## src/rtl/relay_nibble_tx.sv

```systemverilog
// relay_nibble_tx: transmit side of the relay nibble link.
// Accepts 4-bit nibbles over valid/ready. Each nibble is sent on one relay line as a frame:
// START (high,high sync violation), D3..D0 Manchester coded (1 = high,low; 0 = low,high),
// an even-parity bit coded like data, then GUARD_BITS bit periods of low. The line level is
// XORed with the invert value latched at acceptance.
//
// Ports:
//   clk        system clock, rising edge
//   reset      asynchronous active-high reset
//   data_in    nibble to send, sampled on acceptance
//   data_valid source has a nibble on data_in
//   data_ready registered, high only in idle
//   invert     line polarity select (1 = inverted)
//   relay_out  registered serial relay line
//   busy       frame in progress
//   frame_done one-cycle pulse in the last guard cycle
module relay_nibble_tx #(
    parameter int unsigned HALF_BIT   = 16,
    parameter int unsigned GUARD_BITS = 2
) (
    input  logic       clk,
    input  logic       reset,
    input  logic [3:0] data_in,
    input  logic       data_valid,
    output logic       data_ready,
    input  logic       invert,
    output logic       relay_out,
    output logic       busy,
    output logic       frame_done
);

    localparam int unsigned HW = (HALF_BIT > 1) ? $clog2(HALF_BIT) : 1;
    localparam int unsigned GW = $clog2(GUARD_BITS + 1);

    typedef enum logic [2:0] {
        StIdle,
        StStart,
        StData,
        StParity,
        StGuard
    } state_e;

    state_e        state_q, state_d;
    logic [HW-1:0] half_cnt_q, half_cnt_d;
    logic          half_q, half_d;
    logic [1:0]    bit_idx_q, bit_idx_d;
    logic [GW-1:0] guard_cnt_q, guard_cnt_d;
    logic [3:0]    data_q, data_d;
    logic          inv_q, inv_d;
    logic          relay_out_q, relay_out_d;
    logic          data_ready_q, data_ready_d;

    logic accept;
    logic half_wrap;
    logic bit_end;
    logic cur_bit;

    assign accept    = data_valid && data_ready_q;
    assign half_wrap = (half_cnt_q == HW'(HALF_BIT - 1));
    assign bit_end   = half_wrap && half_q;

    always_comb begin
        state_d      = state_q;
        half_cnt_d   = half_cnt_q;
        half_d       = half_q;
        bit_idx_d    = bit_idx_q;
        guard_cnt_d  = guard_cnt_q;
        data_d       = data_q;
        inv_d        = inv_q;
        frame_done   = 1'b0;
        relay_out_d  = 1'b0;
        cur_bit      = 1'b0;

        if (state_q != StIdle) begin
            half_cnt_d = half_wrap ? '0 : half_cnt_q + HW'(1);
            half_d     = half_wrap ? ~half_q : half_q;
        end

        case (state_q)
            StIdle: begin
                if (accept) begin
                    data_d     = data_in;
                    inv_d      = invert;
                    state_d    = StStart;
                    half_cnt_d = '0;
                    half_d     = 1'b0;
                end
            end
            StStart: begin
                if (bit_end) begin
                    state_d   = StData;
                    bit_idx_d = 2'd3;
                end
            end
            StData: begin
                if (bit_end) begin
                    if (bit_idx_q == 2'd0) begin
                        state_d = StParity;
                    end else begin
                        bit_idx_d = bit_idx_q - 2'd1;
                    end
                end
            end
            StParity: begin
                if (bit_end) begin
                    state_d     = StGuard;
                    guard_cnt_d = '0;
                end
            end
            StGuard: begin
                if (bit_end) begin
                    if (guard_cnt_q == GW'(GUARD_BITS - 1)) begin
                        state_d    = StIdle;
                        frame_done = 1'b1;
                    end else begin
                        guard_cnt_d = guard_cnt_q + GW'(1);
                    end
                end
            end
            default: state_d = StIdle;
        endcase

        // relay_out is registered, so it is computed from the state of the coming cycle.
        case (state_d)
            StIdle:   relay_out_d = invert;
            StStart:  relay_out_d = 1'b1 ^ inv_d;
            StData: begin
                cur_bit     = data_d[bit_idx_d];
                relay_out_d = (half_d ? ~cur_bit : cur_bit) ^ inv_d;
            end
            StParity: begin
                cur_bit     = ^data_d;
                relay_out_d = (half_d ? ~cur_bit : cur_bit) ^ inv_d;
            end
            StGuard:  relay_out_d = inv_d;
            default:  relay_out_d = 1'b0;
        endcase

        data_ready_d = (state_d == StIdle);
    end

    always_ff @(posedge clk or posedge reset) begin
        if (reset) begin
            state_q      <= StIdle;
            half_cnt_q   <= '0;
            half_q       <= 1'b0;
            bit_idx_q    <= 2'd0;
            guard_cnt_q  <= '0;
            data_q       <= 4'd0;
            inv_q        <= 1'b0;
            relay_out_q  <= 1'b0;
            data_ready_q <= 1'b0;
        end else begin
            state_q      <= state_d;
            half_cnt_q   <= half_cnt_d;
            half_q       <= half_d;
            bit_idx_q    <= bit_idx_d;
            guard_cnt_q  <= guard_cnt_d;
            data_q       <= data_d;
            inv_q        <= inv_d;
            relay_out_q  <= relay_out_d;
            data_ready_q <= data_ready_d;
        end
    end

    assign relay_out  = relay_out_q;
    assign data_ready = data_ready_q;
    assign busy       = (state_q != StIdle);

endmodule

```

## config.mk

```make
export PLATFORM = sky130hd
export DESIGN_NAME = relay_nibble_tx
export DESIGN_NICKNAME = d
export VERILOG_FILES = /design/src/rtl/relay_nibble_tx.sv
export SDC_FILE = /design/constraint.sdc
export NUM_CORES = 1
export LEC_CHECK = 0
export ABC_AREA = 1
export ABC_CLOCK_PERIOD_IN_PS = 1700
export BUFFER_PORTS_ARGS = -buffer_cell sky130_fd_sc_hd__buf_2
export CORE_UTILIZATION = 35
export CTS_CLUSTER_SIZE = 24
export DETAILED_ROUTE_END_ITERATION = 8
export HOLD_SLACK_MARGIN = 0.05
export PLACE_DENSITY_LB_ADDON = 0.08
export SKIP_LAST_GASP = 1
export SLEW_MARGIN = 20
export SYNTH_ARGS = -nofsm -noshare
export SYNTH_HDL_FRONTEND = slang
export SYNTH_SLANG_ARGS = --single-unit
```

## constraint.sdc

```tcl
create_clock -name clk -period 1.7 [get_ports clk]
set_input_delay 0 -clock clk [delete_from_list [all_inputs] [get_ports clk]]
set_output_delay 0 -clock clk [all_outputs]
set_load 0.05 [all_outputs]
```

==> results.sh, run 1 <==
export IMPL_grt_pass1_vias=1151
export IMPL_worstSetupEndpoint="relay_out"
export IMPL_grt_max_degree=14
export IMPL_rsz0062_at_grt="yes"
export IMPL_vdd_drop_max_mv=0.2820
export IMPL_rrSetupSlack_ns=-0.19
export IMPL_rows=20
export IMPL_yosys_warnings=0
export IMPL_worstMarginPinSlew_ns=0.5098
export IMPL_core_um2=3153
export IMPL_crit_required_ns=1.90
export IMPL_cts_buffers_inserted=3
export IMPL_num_fill_cells=328
export IMPL_drv_slew=0
export IMPL_rr_startpoint="half_cnt_q[0]"
export IMPL_clock_root_buffer="clkbuf_4"
export IMPL_place_hpwl_mm=2.309
export IMPL_cts_htree_levels=1
export IMPL_drcViolationCount=0
export IMPL_final_cell_mix="56 x nand2_1, 27 x inv_1, 19 x nand3_1, 19 x buf_4, 18 x dfrtp_1"
export IMPL_pwr_share_seq_pct=62.9
export IMPL_ys_seq_elements=19
export IMPL_layout_cells_non_filler=253
export IMPL_start_kind="flop"
export IMPL_p_total_w=0.0007186
export IMPL_worst_r2r_cell_count=14
export IMPL_synth_xor_area_share_pct=0.7277
export IMPL_clkTransAtPathRegs_ns=0.12
export IMPL_cap_violations=0
export IMPL_nets=222
export IMPL_antenna_found_initial=0
export IMPL_p_sw_w=0.0001647
export IMPL_dr_pass1_iters=4
export IMPL_syn_nets=185
export IMPL_ys_seq_area_share_pct=39.50
export IMPL_die_y_um=60.65
export IMPL_die_x_um=60.65
export IMPL_cp_arrival_ns=2.10
export IMPL_final_common_cell="nand2_1"
export IMPL_setup_ws_ns=-0.1930
export IMPL_clkPwrFrac_pct=33.5
export IMPL_timing_rr_end="relay_out"
export IMPL_clockBufferDepth=2
export IMPL_clk_latency_ns=0.30
export IMPL_syn_to_final_growth_pct=31.60
export IMPL_combinationalPowerShare_pct=3.6
export IMPL_drtAntennaViolNets=0
export IMPL_globalplace_congestion=0.8980
export IMPL_switching_share_pct=22.92
export IMPL_fin_crit_sh_pct=111.4
export IMPL_cp_end_kind="flop"
export IMPL_failed_checks="negative setup slack"
export IMPL_syn_inst=173
export IMPL_placed_cells=245
export IMPL_fin_area_um2=1584
export IMPL_synth_compound_area_share_pct=6.341
export IMPL_num_io_pins=12
export IMPL_fin_skew_ns=0.001942
export IMPL_wire_per_inst_um=11.75
export IMPL_startpoint="half_cnt_q[0]"
export IMPL_die_area_um2=3678
export IMPL_cellPowerDensity_nw_per_um2=453.6
export IMPL_syn_area_per_cell_um2=6.958
export IMPL_grt_usage_pct=18.46
export IMPL_cts_sinks=19
export IMPL_drt_first_iter_violations=48
export IMPL_hold_viol=0
export IMPL_internal_power_w=0.0005539
export IMPL_drive_gt1_share_pct=28.71
export IMPL_fmax_mhz=528.3
export IMPL_syn_area_um2=1204
export IMPL_synth_top_family_by_area="simple AND/OR/NAND/NOR gates"
export IMPL_io_buffers=11
export IMPL_placed_area_um2=1483
export IMPL_setup_violations=2
export IMPL_start_util_pct=38.17
export IMPL_synth_area_mux_share_pct=0.8316
export IMPL_n_antenna_cell=0
export IMPL_synthDistinctLibCells=22
export IMPL_finalCriticalPeriod_ns=1.893
export IMPL_grt_pass1_wl_mm=4.947
export IMPL_synthAdderAreaFrac_pct=4.158
export IMPL_tns_ns=-0.3231
export IMPL_cellLeakagePower_nw=0.8623
export IMPL_vias=1232
export IMPL_path_class="reg -> reg"
export IMPL_yosys_area_share_simple_pct=38.77
export IMPL_min_path_type="in -> reg"
export IMPL_grt_overflow_total=0
export IMPL_cts_tree="done"
export IMPL_wl_mm=2.972
export IMPL_via_per_inst=4.870
export IMPL_status="complete, but fails checks"
export IMPL_whs_path_depth=5
export IMPL_maxSlewHeadroom_pct=65.98
export IMPL_crit_fanout=3
-- through the flow --
step | util (%) | hold WS [ns] | setup WS [ns]
after floorplan | - | -0.04894 | 0.003936
after global placement | 47.02 | 0.03967 | -0.1246
after detailed placement | 47.02 | 0.05588 | -0.1793
after CTS | 48.97 | 0.06817 | -0.1787
after global routing | 50.24 | 0.1251 | -0.3827
final | 50.24 | 0.08061 | -0.1930
-- power by group through the flow --
stage	Combinational [W]	Sequential, W	Clock (W)
5_1_grt	0.0000299	0.000452	0.000262
3_5_place_dp	0.0000233	0.000460	0
6_report	0.0000260	0.000452	0.000241
3_3_place_gp	0.0000225	0.000460	0
4_1_cts	0.0000269	0.000452	0.000249
2_1_floorplan	0.00000771	0.000460	0
-- worst min path at each step --
| stage | endpoint | start |
|---|---|---|
| 2_1_floorplan | bit_idx_q[0] | reset |
| 3_3_place_gp | state_q[2] | reset |
| 3_5_place_dp | half_cnt_q[3] | reset |
| 4_1_cts | data_q[3] | data_in[3] |
| 5_1_grt | data_q[3] | data_in[3] |
| 6_report | data_q[3] | data_in[3] |
-- cells by family after synthesis --
| family | Yosys count |
|---|---|
| adder cells (fa/ha/maj) | 4 |
| flip-flops | 19 |
| XOR/XNOR | 1 |
| buffers and inverters | 31 |
| AND/OR/NAND/NOR | 104 |
| AO/OA/AOI/OAI | 13 |
| multiplexers | 1 |
-- sequential cells by signal (all words and copies together) (netlist names) --
| register | cells |
|---|---|
| data_q | 4 |
| half_cnt_q | 4 |
| state_q | 3 |
| bit_idx_q | 2 |
| guard_cnt_q | 2 |
| data_ready | 1 |
| half_q | 1 |
| inv_q | 1 |
| relay_out | 1 |
-- critical path, stage by stage (launching register included) --
cell,delay [ns]
dfrtp_1,0.40
ha_2,0.19
nand3_2,0.08
inv_2,0.06
ha_2,0.18
nor2_1,0.23
nor2_1,0.10
nand2_1,0.14
nand2_2,0.09
inv_1,0.06
nand2_1,0.06
nand2_1,0.06
nand2_1,0.04
nand3_1,0.05
nand2_1,0.05
-- cells in the mapped netlist --
master	count	area share, %
nand2_2	3	1.6
nor2_4	1	0.94
nor2_2	2	1.0
a21oi_2	1	0.73
or2_2	1	0.52
nor2_1	9	2.8
inv_2	2	0.62
nand2_4	1	0.94
xor2_1	1	0.73
mux2i_1	1	0.83
nand3_1	23	9.6
a221oi_1	1	0.73
ha_1	4	4.2
o22ai_1	3	1.6
o21ai_0	6	2.5
inv_1	29	9.0
dfrtp_1	19	40
nand2_1	57	18
nand3_2	1	0.83
nand4_1	3	1.6
nor3_1	3	1.2
a21oi_1	2	0.83
-- routing by layer --
metal / GRT usage, % / up-vias / wire (µm)
met3: 2.559 / 2 / 153
met4: 7.143 / 0 / 21
met5: 0 / - / 0
li1: - / 623 / -
met1: 24.17 / 569 / 1344
met2: 30.93 / 38 / 1453
-- final cells by class --
| class | instances | area [µm²] | area share [%] |
|---|---|---|---|
| inverter | 31 | 116.4 | 7.346 |
| multi-input combinational | 123 | 685.7 | 43.29 |
| tap | 44 | 55.05 | 3.476 |
| sequential | 19 | 476.7 | 30.09 |
| timing repair buffer | 32 | 224.0 | 14.14 |
| clock buffer | 4 | 26.28 | 1.659 |
-- timing repair --
item                                   in CTS  in global routing
setup endpoints to repair                   5                  6
resized for setup                           4                  5
hold buffers                                2                  0
endpoints found under the hold margin      14                  0
buffers inserted                            0                  2
pin swaps                                   1                  8
Power figures use the tool's default switching activity.
==> run 2: changes to the inputs <==
- ABC_AREA: 1 -> unset
- CAP_MARGIN: unset -> 10
- PLACE_DENSITY: unset -> 0.55
- PLACE_DENSITY_LB_ADDON: 0.08 -> unset
==> results.sh, run 2 <==
export IMPL_status="complete, but fails checks"
export IMPL_failed_checks="negative setup slack"
export IMPL_ys_seq_elements=19
export IMPL_grt_busiest_layer="met2"
export IMPL_gr_usage_met1_pct=22.30
export IMPL_grt_overflow_total=0
export IMPL_grt_use_met3_pct=2.232
export IMPL_yosys_warnings=0
export IMPL_combinationalPowerShare_pct=5.5
export IMPL_internal_power_w=0.0005641
export IMPL_core_um2=3028
export IMPL_synth_xor_area_share_pct=5.556
export IMPL_start_util_pct=36.45
export IMPL_synth_area_mux_share_pct=9.070
export IMPL_rr_startpoint="half_cnt_q[1]"
export IMPL_wl_mm=2.611
export IMPL_crit_required_ns=1.93
export IMPL_hp_start="data_valid"
export IMPL_switching_share_pct=22.66
export IMPL_vdd_drop_max_mv=0.3938
export IMPL_clock_root_buffer="clkbuf_4"
export IMPL_reg_top3="data_q: 4 flops, half_cnt_q: 4 flops, state_q: 3 flops"
export IMPL_cts_tree="done"
export IMPL_synth_compound_area_share_pct=14.85
export IMPL_drt_first_iter_violations=22
export IMPL_drcViolationCount=0
export IMPL_finalCriticalPeriod_ns=2.583
export IMPL_globalplace_congestion=0.7549
export IMPL_cts_sinks=19
export IMPL_antenna_found_initial=0
export IMPL_drv_slew=0
export IMPL_synth_top_area_share_pct=43.08
export IMPL_syn_area_um2=1104
export IMPL_p_sw_w=0.0001653
export IMPL_drive_gt1_share_pct=44.30
export IMPL_drtAntennaViolNets=0
export IMPL_synthAdderAreaFrac_pct=4.535
export IMPL_cts_htree_levels=1
export IMPL_rows=20
export IMPL_start_kind="flop"
export IMPL_dr_pass1_iters=4
export IMPL_fin_skew_ns=0.002958
export IMPL_syn_to_final_growth_pct=47.85
export IMPL_cp_arrival_ns=2.81
export IMPL_setup_violations=8
export IMPL_slowest_stage="or4_4"
export IMPL_critical_path_cell_chain="ha_4 -> and3_4 -> ha_4 -> nand2_2 -> or4_4 -> o211ai_4 -> mux2i_1 -> a22o_1 -> or3_1 -> a31oi_1"
export IMPL_n_antenna_cell=0
export IMPL_clkPwrFrac_pct=32.6
export IMPL_syn_area_per_cell_um2=10.22
export IMPL_ys_async_sr_fraction_pct=100.0
export IMPL_synth_top_family_by_area="simple AND/OR/NAND/NOR gates"
export IMPL_grt_usage_pct=17.07
export IMPL_clockBufferDepth=2
export IMPL_synthDistinctLibCells=36
export IMPL_pwr_share_seq_pct=61.9
export IMPL_synth_flop_cell="dfrtp_1"
export IMPL_io_buffers=11
export IMPL_path_class="reg -> reg"
export IMPL_cp_top_family="simple AND/OR/NAND/NOR gates"
export IMPL_setup_ws_ns=-0.8828
export IMPL_grt_pass1_wl_mm=4.319
export IMPL_ys_seq_area_share_pct=43.08
export IMPL_grt_pass1_vias=956
export IMPL_maxSlewHeadroom_pct=51.08
export IMPL_utilization_pct=53.88
export IMPL_clkTransAtPathRegs_ns=0.11
export IMPL_yosys_cell_count_top_type="dfrtp_1"
export IMPL_synth_top_cell_by_area="dfrtp_1"
export IMPL_grt_max_degree=20
export IMPL_num_io_pins=12
export IMPL_startpoint="half_cnt_q[1]"
export IMPL_critPathMostFrequentCell="ha_4"
export IMPL_hold_viol=0
export IMPL_synth_common_cells="19 x dfrtp_1, 12 x nand2_1, 10 x o21ai_0, 8 x nor2_1"
export IMPL_clk_latency_ns=0.30
export IMPL_cap_violations=0
export IMPL_placed_cells=183
export IMPL_die_x_um=58.15
export IMPL_place_hpwl_mm=1.776
export IMPL_worstMarginPinSlew_ns=0.7330
export IMPL_rsz0062_at_grt="yes"
export IMPL_crit_fanout=3
export IMPL_gr_usage_met2_pct=28.90
export IMPL_final_cell_mix="23 x buf_4, 19 x dfrtp_1, 10 x nand2_1, 10 x buf_2, 8 x buf_6"
export IMPL_fmax_mhz=387.2
export IMPL_nets=171
export IMPL_layout_cells_non_filler=202
export IMPL_synth_edf_count=0
export IMPL_cellPowerDensity_nw_per_um2=447.1
export IMPL_crit_buf_inv=0
export IMPL_wire_per_inst_um=12.93
export IMPL_syn_nets=120
export IMPL_cts_buffers_inserted=3
export IMPL_final_common_cell="buf_4"
export IMPL_die_y_um=58.15
export IMPL_die_area_um2=3381
export IMPL_via_per_inst=4.807
export IMPL_fin_crit_sh_pct=151.9
export IMPL_yosys_top_cells_area="dfrtp_1 43%, mux2_2 7.1%, ha_1 4.5%"
export IMPL_whs_ns=0.1539
export IMPL_min_path_type="in -> reg"
export IMPL_cellLeakagePower_nw=0.7927
export IMPL_slowest_delay_ns=0.47
export IMPL_syn_inst=108
export IMPL_cp_end_kind="flop"
export IMPL_vias=971
export IMPL_yosys_area_share_simple_pct=18.48
run 2: final timing paths:
check,end,slack (ns),cells past startpoint
worst max register to register,relay_out,-0.88,10
worst min-delay path,half_cnt_q[0],0.15,5
worst max-delay path,relay_out,-0.88,10
min in group asynchronous,half_cnt_q[0],0.35,3
worst min register to register,half_cnt_q[3],0.51,1
max in group asynchronous,bit_idx_q[0],0.89,3
run 2: metal layers:
layer | part of all wire, % | up-vias
li1 | - | 488
met1 | 47 | 473
met2 | 51 | 8
met3 | 1.8 | 2
met4 | 0.73 | 0
met5 | 0 | -
run 2: kinds of logic after synthesis:
logic type / Yosys count
AOI/OAI and AO/OA: 23
xor gates and xnor gates: 7
adders and majority gates: 4
buffers and inverters: 10
DFF: 19
muxes: 9
and+or+nand+nor: 36
run 2: cell type report:
type,count,area [µm²]
Clock buffer,4,26.28
Fill cell,264,1396
Inverter,8,30.03
Multi-Input combinational cell,79,656.9
Sequential cell,19,475.5
Tap cell,44,55.05
Timing Repair Buffer,48,387.9
run 2: what timing repair did:
action,CTS,global route
hold buffers,6,0
endpoints found under the hold margin,24,0
pin swaps,4,3
resized for setup,23,5
setup buffers,12,3
cloned,0,0
endpoints found under the setup margin,8,10
run 2: metrics by stage:
step	TNS [ns]	setup WS (ns)	area (µm²)	total power [W]
2_1_floorplan	-1.077	-0.7908	1137	0.0004763
5_1_grt	-3.093	-0.9971	1632	0.0007613
3_5_place_dp	-1.920	-0.8924	1394	0.0004909
3_3_place_gp	-1.608	-0.7917	1394	0.0004906
6_report	-2.424	-0.8828	1632	0.0007295
4_1_cts	-3.951	-0.8983	1662	0.0007391
run 2: power groups by stage:
| stage | clock, W | combinational [W] | sequential [W] |
|---|---|---|---|
| 4_1_cts | 0.000246 | 0.0000410 | 0.000452 |
| 3_5_place_dp | 0 | 0.0000304 | 0.000461 |
| 3_3_place_gp | 0 | 0.0000301 | 0.000461 |
| 2_1_floorplan | 0 | 0.0000158 | 0.000461 |
| 5_1_grt | 0.000263 | 0.0000464 | 0.000452 |
| 6_report | 0.000238 | 0.0000401 | 0.000452 |
run 2: worst min-delay path: stages:
cell	delay, ns
buf_2	0.09
a2111oi_2	0.06
buf_4	0.14
nand2_1	0.06
o31ai_1	0.07
